$ cat config.mk
export PLATFORM = sky130hd
export DESIGN_NAME = alu_issue_stage
export DESIGN_NICKNAME = d
export VERILOG_FILES = /design/src/rtl/alu_issue_stage.sv
export SDC_FILE = /design/constraint.sdc
export NUM_CORES = 2
export LEC_CHECK = 0
export BUFFER_PORTS_ARGS = -buffer_cell sky130_fd_sc_hd__buf_4
export CAP_MARGIN = 10
export CORE_AREA = 4 4 316 318
export DETAILED_ROUTE_END_ITERATION = 10
export DIE_AREA = 0 0 320 322
export GPL_ROUTABILITY_DRIVEN = 0
export HOLD_SLACK_MARGIN = 0.15
export MAX_ROUTING_LAYER = met4
export PLACE_DENSITY = 0.91
export SLEW_MARGIN = 20
export SYNTH_ARGS = -nofsm -noshare
export SYNTH_HDL_FRONTEND = slang
export SYNTH_SLANG_ARGS = --single-unit
export TNS_END_PERCENT = 1
$ cat constraint.sdc
create_clock -name clk -period 3.85 [get_ports clk]
set_input_delay 0.9625 -clock clk [delete_from_list [all_inputs] [get_ports clk]]
set_output_delay 0.9625 -clock clk [all_outputs]
set_load 0.1 [all_outputs]
$ cat src/rtl/alu_issue_stage.sv
// Decode/issue stage feeding the 32-bit integer ALU. It decodes RV32I OP/OP-IMM,
// reads operands from a 32x32 register file with writeback bypass, tracks pending
// writebacks in a busy scoreboard, and holds the issued bundle in an output register.
module alu_issue_stage (
  input  logic        clk,
  input  logic        rst_n,
  input  logic        in_valid,
  output logic        in_ready,
  input  logic [31:0] instr,
  input  logic        wb_en,
  input  logic [4:0]  wb_rd,
  input  logic [31:0] wb_data,
  output logic        out_valid,
  input  logic        out_ready,
  output logic [5:0]  op,
  output logic [31:0] rv1,
  output logic [31:0] rv2,
  output logic [4:0]  rd,
  output logic        out_we,
  output logic        illegal
);

  localparam logic [6:0] OpcOpImm = 7'b0010011;
  localparam logic [6:0] OpcOp    = 7'b0110011;

  logic [31:0] rf_q [32];
  logic [31:0] busy_q, busy_d;

  logic        valid_q;
  logic [5:0]  op_q;
  logic [31:0] rv1_q, rv2_q;
  logic [4:0]  rd_q;
  logic        we_q, ill_q;

  logic [4:0]  rs1, rs2, dst;
  logic        is_op, is_imm, legal, dec_we;
  logic [5:0]  dec_op;
  logic [31:0] dec_rv1, dec_rv2, imm;
  logic [31:0] wb_onehot, eb, set_vec;
  logic        hazard, accept;

  // Register read with same-cycle writeback bypass; x0 always reads zero.
  function automatic logic [31:0] rf_read(input logic [4:0] r, input logic [31:0] v,
                                          input logic en, input logic [4:0] wr,
                                          input logic [31:0] wd);
    logic [31:0] res;
    res = v;
    if (r == 5'd0) res = 32'd0;
    else if (en && wr == r) res = wd;
    return res;
  endfunction

  assign rs1 = instr[19:15];
  assign rs2 = instr[24:20];
  assign dst = instr[11:7];
  assign imm = {{20{instr[31]}}, instr[31:20]};

  // Decode, operand selection and hazard detection.
  always_comb begin
    is_op   = (instr[6:0] == OpcOp);
    is_imm  = (instr[6:0] == OpcOpImm);
    legal   = is_op || is_imm;
    dec_op  = 6'b000000;
    if (legal) dec_op = {instr[30], instr[14:12], instr[5], 1'b1};
    dec_we  = legal && (dst != 5'd0);
    dec_rv1 = rf_read(rs1, rf_q[rs1], wb_en, wb_rd, wb_data);
    dec_rv2 = is_op ? rf_read(rs2, rf_q[rs2], wb_en, wb_rd, wb_data) : imm;

    wb_onehot = wb_en ? (32'd1 << wb_rd) : 32'd0;
    eb        = busy_q & ~wb_onehot;
    hazard    = (legal && eb[rs1]) || (is_op && eb[rs2]) || (dec_we && eb[dst]);

    in_ready = (!valid_q || out_ready) && !(in_valid && hazard);
    accept   = in_valid && in_ready;
  end

  // Scoreboard next state: set on accepted writing bundle, clear on writeback, set wins.
  always_comb begin
    set_vec   = (accept && dec_we) ? (32'd1 << dst) : 32'd0;
    busy_d    = (busy_q & ~wb_onehot) | set_vec;
    busy_d[0] = 1'b0;
  end

  // Register file: written at the clock edge, x0 never written.
  always_ff @(posedge clk or negedge rst_n) begin
    if (!rst_n) begin
      for (int i = 0; i < 32; i++) rf_q[i] <= 32'd0;
    end else if (wb_en && wb_rd != 5'd0) begin
      rf_q[wb_rd] <= wb_data;
    end
  end

  // Scoreboard register.
  always_ff @(posedge clk or negedge rst_n) begin
    if (!rst_n) busy_q <= 32'd0;
    else        busy_q <= busy_d;
  end

  // Output bundle register: load on accept, drop valid once consumed.
  always_ff @(posedge clk or negedge rst_n) begin
    if (!rst_n) begin
      valid_q <= 1'b0;
      op_q    <= 6'd0;
      rv1_q   <= 32'd0;
      rv2_q   <= 32'd0;
      rd_q    <= 5'd0;
      we_q    <= 1'b0;
      ill_q   <= 1'b0;
    end else if (accept) begin
      valid_q <= 1'b1;
      op_q    <= dec_op;
      rv1_q   <= dec_rv1;
      rv2_q   <= dec_rv2;
      rd_q    <= dst;
      we_q    <= dec_we;
      ill_q   <= !legal;
    end else if (valid_q && out_ready) begin
      valid_q <= 1'b0;
    end
  end

  assign out_valid = valid_q;
  assign op        = op_q;
  assign rv1       = rv1_q;
  assign rv2       = rv2_q;
  assign rd        = rd_q;
  assign out_we    = we_q;
  assign illegal   = ill_q;

endmodule
==> run_results.csv <==
group,metric,value,unit
clocking,cts_buffer_depth,3,
layout,synthToLayoutAreaGrowth,13.2,%
layout,final_common_cell,"dfrtp_1",
critical_path,crit_path_top_delay_cell,"o31a_1",
timing,hold_ws,0.177,ns
pwr,p_sw_share,31.7,%
clocking,cts.sinks,1133,
synthesis,yosysSeqAreaShare,46.5,%
drt,routed_wl,215000,µm
die,ios,153,
pwr,p_comb_share,23.5,%
synthesis,synth_edf_count,0,
pwr,clockPowerShare,33.2,%
synthesis,ys_warn_count,0,
critical_path,worstReg2RegEnd,"busy_q[4]$_DFF_PN0_",
layout,layout-drive-gt1-share,45.2,%
critical_path,arrival,3.10,ns
critical_path,path_max_fanout,7,
critical_path,worstSetupPathType,"input pin to output pin",
timing,fmax,246,MHz
layout,mostFrequentLayoutCells,"dfrtp_1, mux2_2, mux4_2",
die,die_area,103000,µm²
drt,dr.first_iter.drc_count,8480,
layout,n_fill_cell,5236,
pwr,p_per_area,539,nW/µm²
status,violations,"negative setup slack",
timing,setup_ws,-0.208,ns
timing,hold_viol,0,
synthesis,synthesis.nets,4588,
clocking,cts_root_buf,"clkbuf_16",
clocking,htreeDepth,3,
placement,placed_cell_area,64600,µm²
timing,finalSetupViolCount,1,
synthesis,syn_avg_cell_area,13.5,µm²
clocking,clk_pin_slew,0.06,ns
die,dieWidth,320,µm
critical_path,endpoint_kind,"output pin",
status,status,"complete, but fails checks",
synthesis,synth.cell_area,60900,µm²
layout,seq_area,28400,µm²
drt,wl_per_cell,36.2,µm
drt,ant_nets,0,
pwr,seqPwrFrac,43.3,%
clocking,numCtsBuffers,114,
global_routing,antenna_found_initial,9,
drt,dr.pass1.iters,10,
synthesis,syn_inst,4514,
timing,fin_crit,4.06,ns
global_routing,grt_util_met3,17.9,%
drt,drc,0,
synthesis,ys_async_sr_fraction,100,%
critical_path,ff2ff_path_depth,10,
run,cap_violations,0,
pwr,p_switching,11.8,mW
min_path,hp-class,"input pin to async pin",
global_routing,met1_usage,48.9,%
timing,tns,-0.208,ns
layout,post-route-cell-area,69000,µm²
critical_path,cp_slowest_stage_delay,0.28,ns
die,rows,114,
global_routing,gr-max-usage-layer,"met2",
critical_path,cp_data_required_time,2.89,ns
clocking,postCtsHoldBufs,0,
drt,via_per_inst,8.03,
die,die_h,322,µm
global_routing,grt_pass1_wl,314000,µm
critical_path,r2r_start,"busy_q[24]$_DFF_PN0_",
synthesis,synthDistinctLibCells,69,
timing,rsz0062_at_grt,"true",
drt,vias,47800,
synthesis,ys_ff_latch,1133,
layout,multi_input_area,30900,µm²
clocking,clk_latency,0.76,ns
global_routing,grt_pass1_vias,49300,
die,start_util,63.1,%
synthesis,synthFlopType,"dfrtp_1",
timing,clock_skew,0.0529,ns
die,core_area,96600,µm²
critical_path,crit_top_cell,"buf_12",
critical_path,start_kind,"input pin",
global_routing,grt_usage,41.9,%
timing,maxSlewHeadroom,26.9,%
timing,final.period_utilization,105,%
timing,worst_slew_pin_slew,1.10,ns
placement,dp_hpwl,113000,µm
clocking,cts_tree,"yes",
layout,nets,4631,
global_routing,grt_max_degree,128,
timing,slew_viol_final,0,
critical_path,r2r_slack,0.73,ns
critical_path,critical_path.cell_chain,"buf_12, buf_12, nand4b_4, o21ai_2, nor3_1, o31a_1, o2111a_1, nor3_2, nand3_2, a21boi_4, buf_12",
pwr,leakage,30.2,nW
placement,io_buffers,152,
global_routing,grt_overflow,0,
global_routing,grtUsageMet2,58.1,%
pwr,power.internal,25.4,mW
pwr,ir_drop,0.000433,V
-- synthesized netlist by cell type, types with 25 or more instances --
cell      count  area (µm²)
dfrtp_1    1133       28400
mux2_2     1048       11800
mux4_2      359        8090
mux2i_1     353        3530
clkbuf_1    332        1250
o21ai_0     163         816
a21oi_1     125         626
nor2_1      124         465
a221oi_1    108         946
a22oi_1     107         803
nand2_1      99         372
mux2_1       73         822
buf_2        71         355
buf_1        70         263
o211ai_1     56         420
nand3_1      52         260
a211oi_1     26         195
o41ai_1      25         219
-- per-stage QoR --
stage / std cells / power (mW) / util [%] / setup WS (ns)
4_1_cts: 5920 / 36.5 / 71.2 / -0.112
3_3_place_gp: 5708 / 23.5 / 66.9 / -0.235
2_1_floorplan: 4514 / 21.6 / - / -0.0908
5_1_grt: 5939 / 38.1 / 71.4 / -0.266
6_report: 5945 / 37.2 / 71.4 / -0.208
3_5_place_dp: 5708 / 24.2 / 66.9 / -0.265
-- critical path, delay by kind of cell --
kind                   cells  cell delay [ns]
AOI/OAI and AO/OA          4             0.93
and+or+nand+nor            4             0.74
buffers and inverters      3             0.44
-- flip-flops by register name (all words and copies together), names as in the netlist --
| register | flops |
|---|---|
| out_we | 1 |
| op | 6 |
| rd | 5 |
| rv2 | 32 |
| busy_q | 31 |
| rv1 | 32 |
| out_valid | 1 |
| rf_q | 1024 |
| illegal | 1 |
-- timing repair --
| item | CTS | global route |
|---|---|---|
| buffers inserted | 3 | 5 |
| pin swaps | 8 | 10 |
| cloned | 0 | 1 |
| setup endpoints to repair | 1 | 1 |
| resized for setup | 16 | 14 |
-- power by group through the flow --
stage / clock network [mW] / registers, mW / logic (mW)
after floorplan: 0 / 16.5 / 5.09
after global placement: 0 / 15.6 / 7.90
after detailed placement: 0 / 15.9 / 8.24
after CTS: 12.2 / 15.9 / 8.50
after global routing: 12.8 / 16.2 / 9.08
final: 12.4 / 16.1 / 8.72
-- kinds of logic (layout without fill, tap and decap cells) --
logic type	count (synthesis)	after routing	synth area share [%]
AO/OA/AOI/OAI	676	676	7.35
XOR/XNOR	12	12	0.173
buffers and inverters	500	636	3.32
flip-flops	1133	1133	46.5
multiplexers	1833	1833	39.8
other	0	19	0
AND/OR/NAND/NOR	360	360	2.84
-- worst max path at each step --
| stage | start | to | slack (ns) | cells past startpoint |
|---|---|---|---|---|
| 5_1_grt | wb_rd[0] | in_ready | -0.27 | 11 |
| 3_3_place_gp | wb_rd[1] | in_ready | -0.24 | 11 |
| 6_report | wb_rd[0] | in_ready | -0.21 | 11 |
| 4_1_cts | wb_rd[4] | in_ready | -0.11 | 10 |
| 2_1_floorplan | wb_rd[1] | in_ready | -0.09 | 10 |
| 3_5_place_dp | wb_rd[1] | in_ready | -0.26 | 11 |
-- per-layer routing --
metal | wire length, µm | vias up
met5 | 0 | -
met4 | 20200 | 0
met3 | 35500 | 1841
met2 | 91000 | 4978
met1 | 68500 | 23600
li1 | - | 17400
-- area by class of cell --
cell class / count / share of cell area, %
clock inverters: 55 / 1.13
diodes: 19 / 0.0689
flip-flops and latches: 1133 / 41.1
clock buffers: 154 / 4.81
well taps: 1276 / 2.31
repair buffers: 414 / 5.64
multi-input cells: 2881 / 44.8
inverters: 13 / 0.0744
Note: power is estimated with default switching activity, not from simulation.
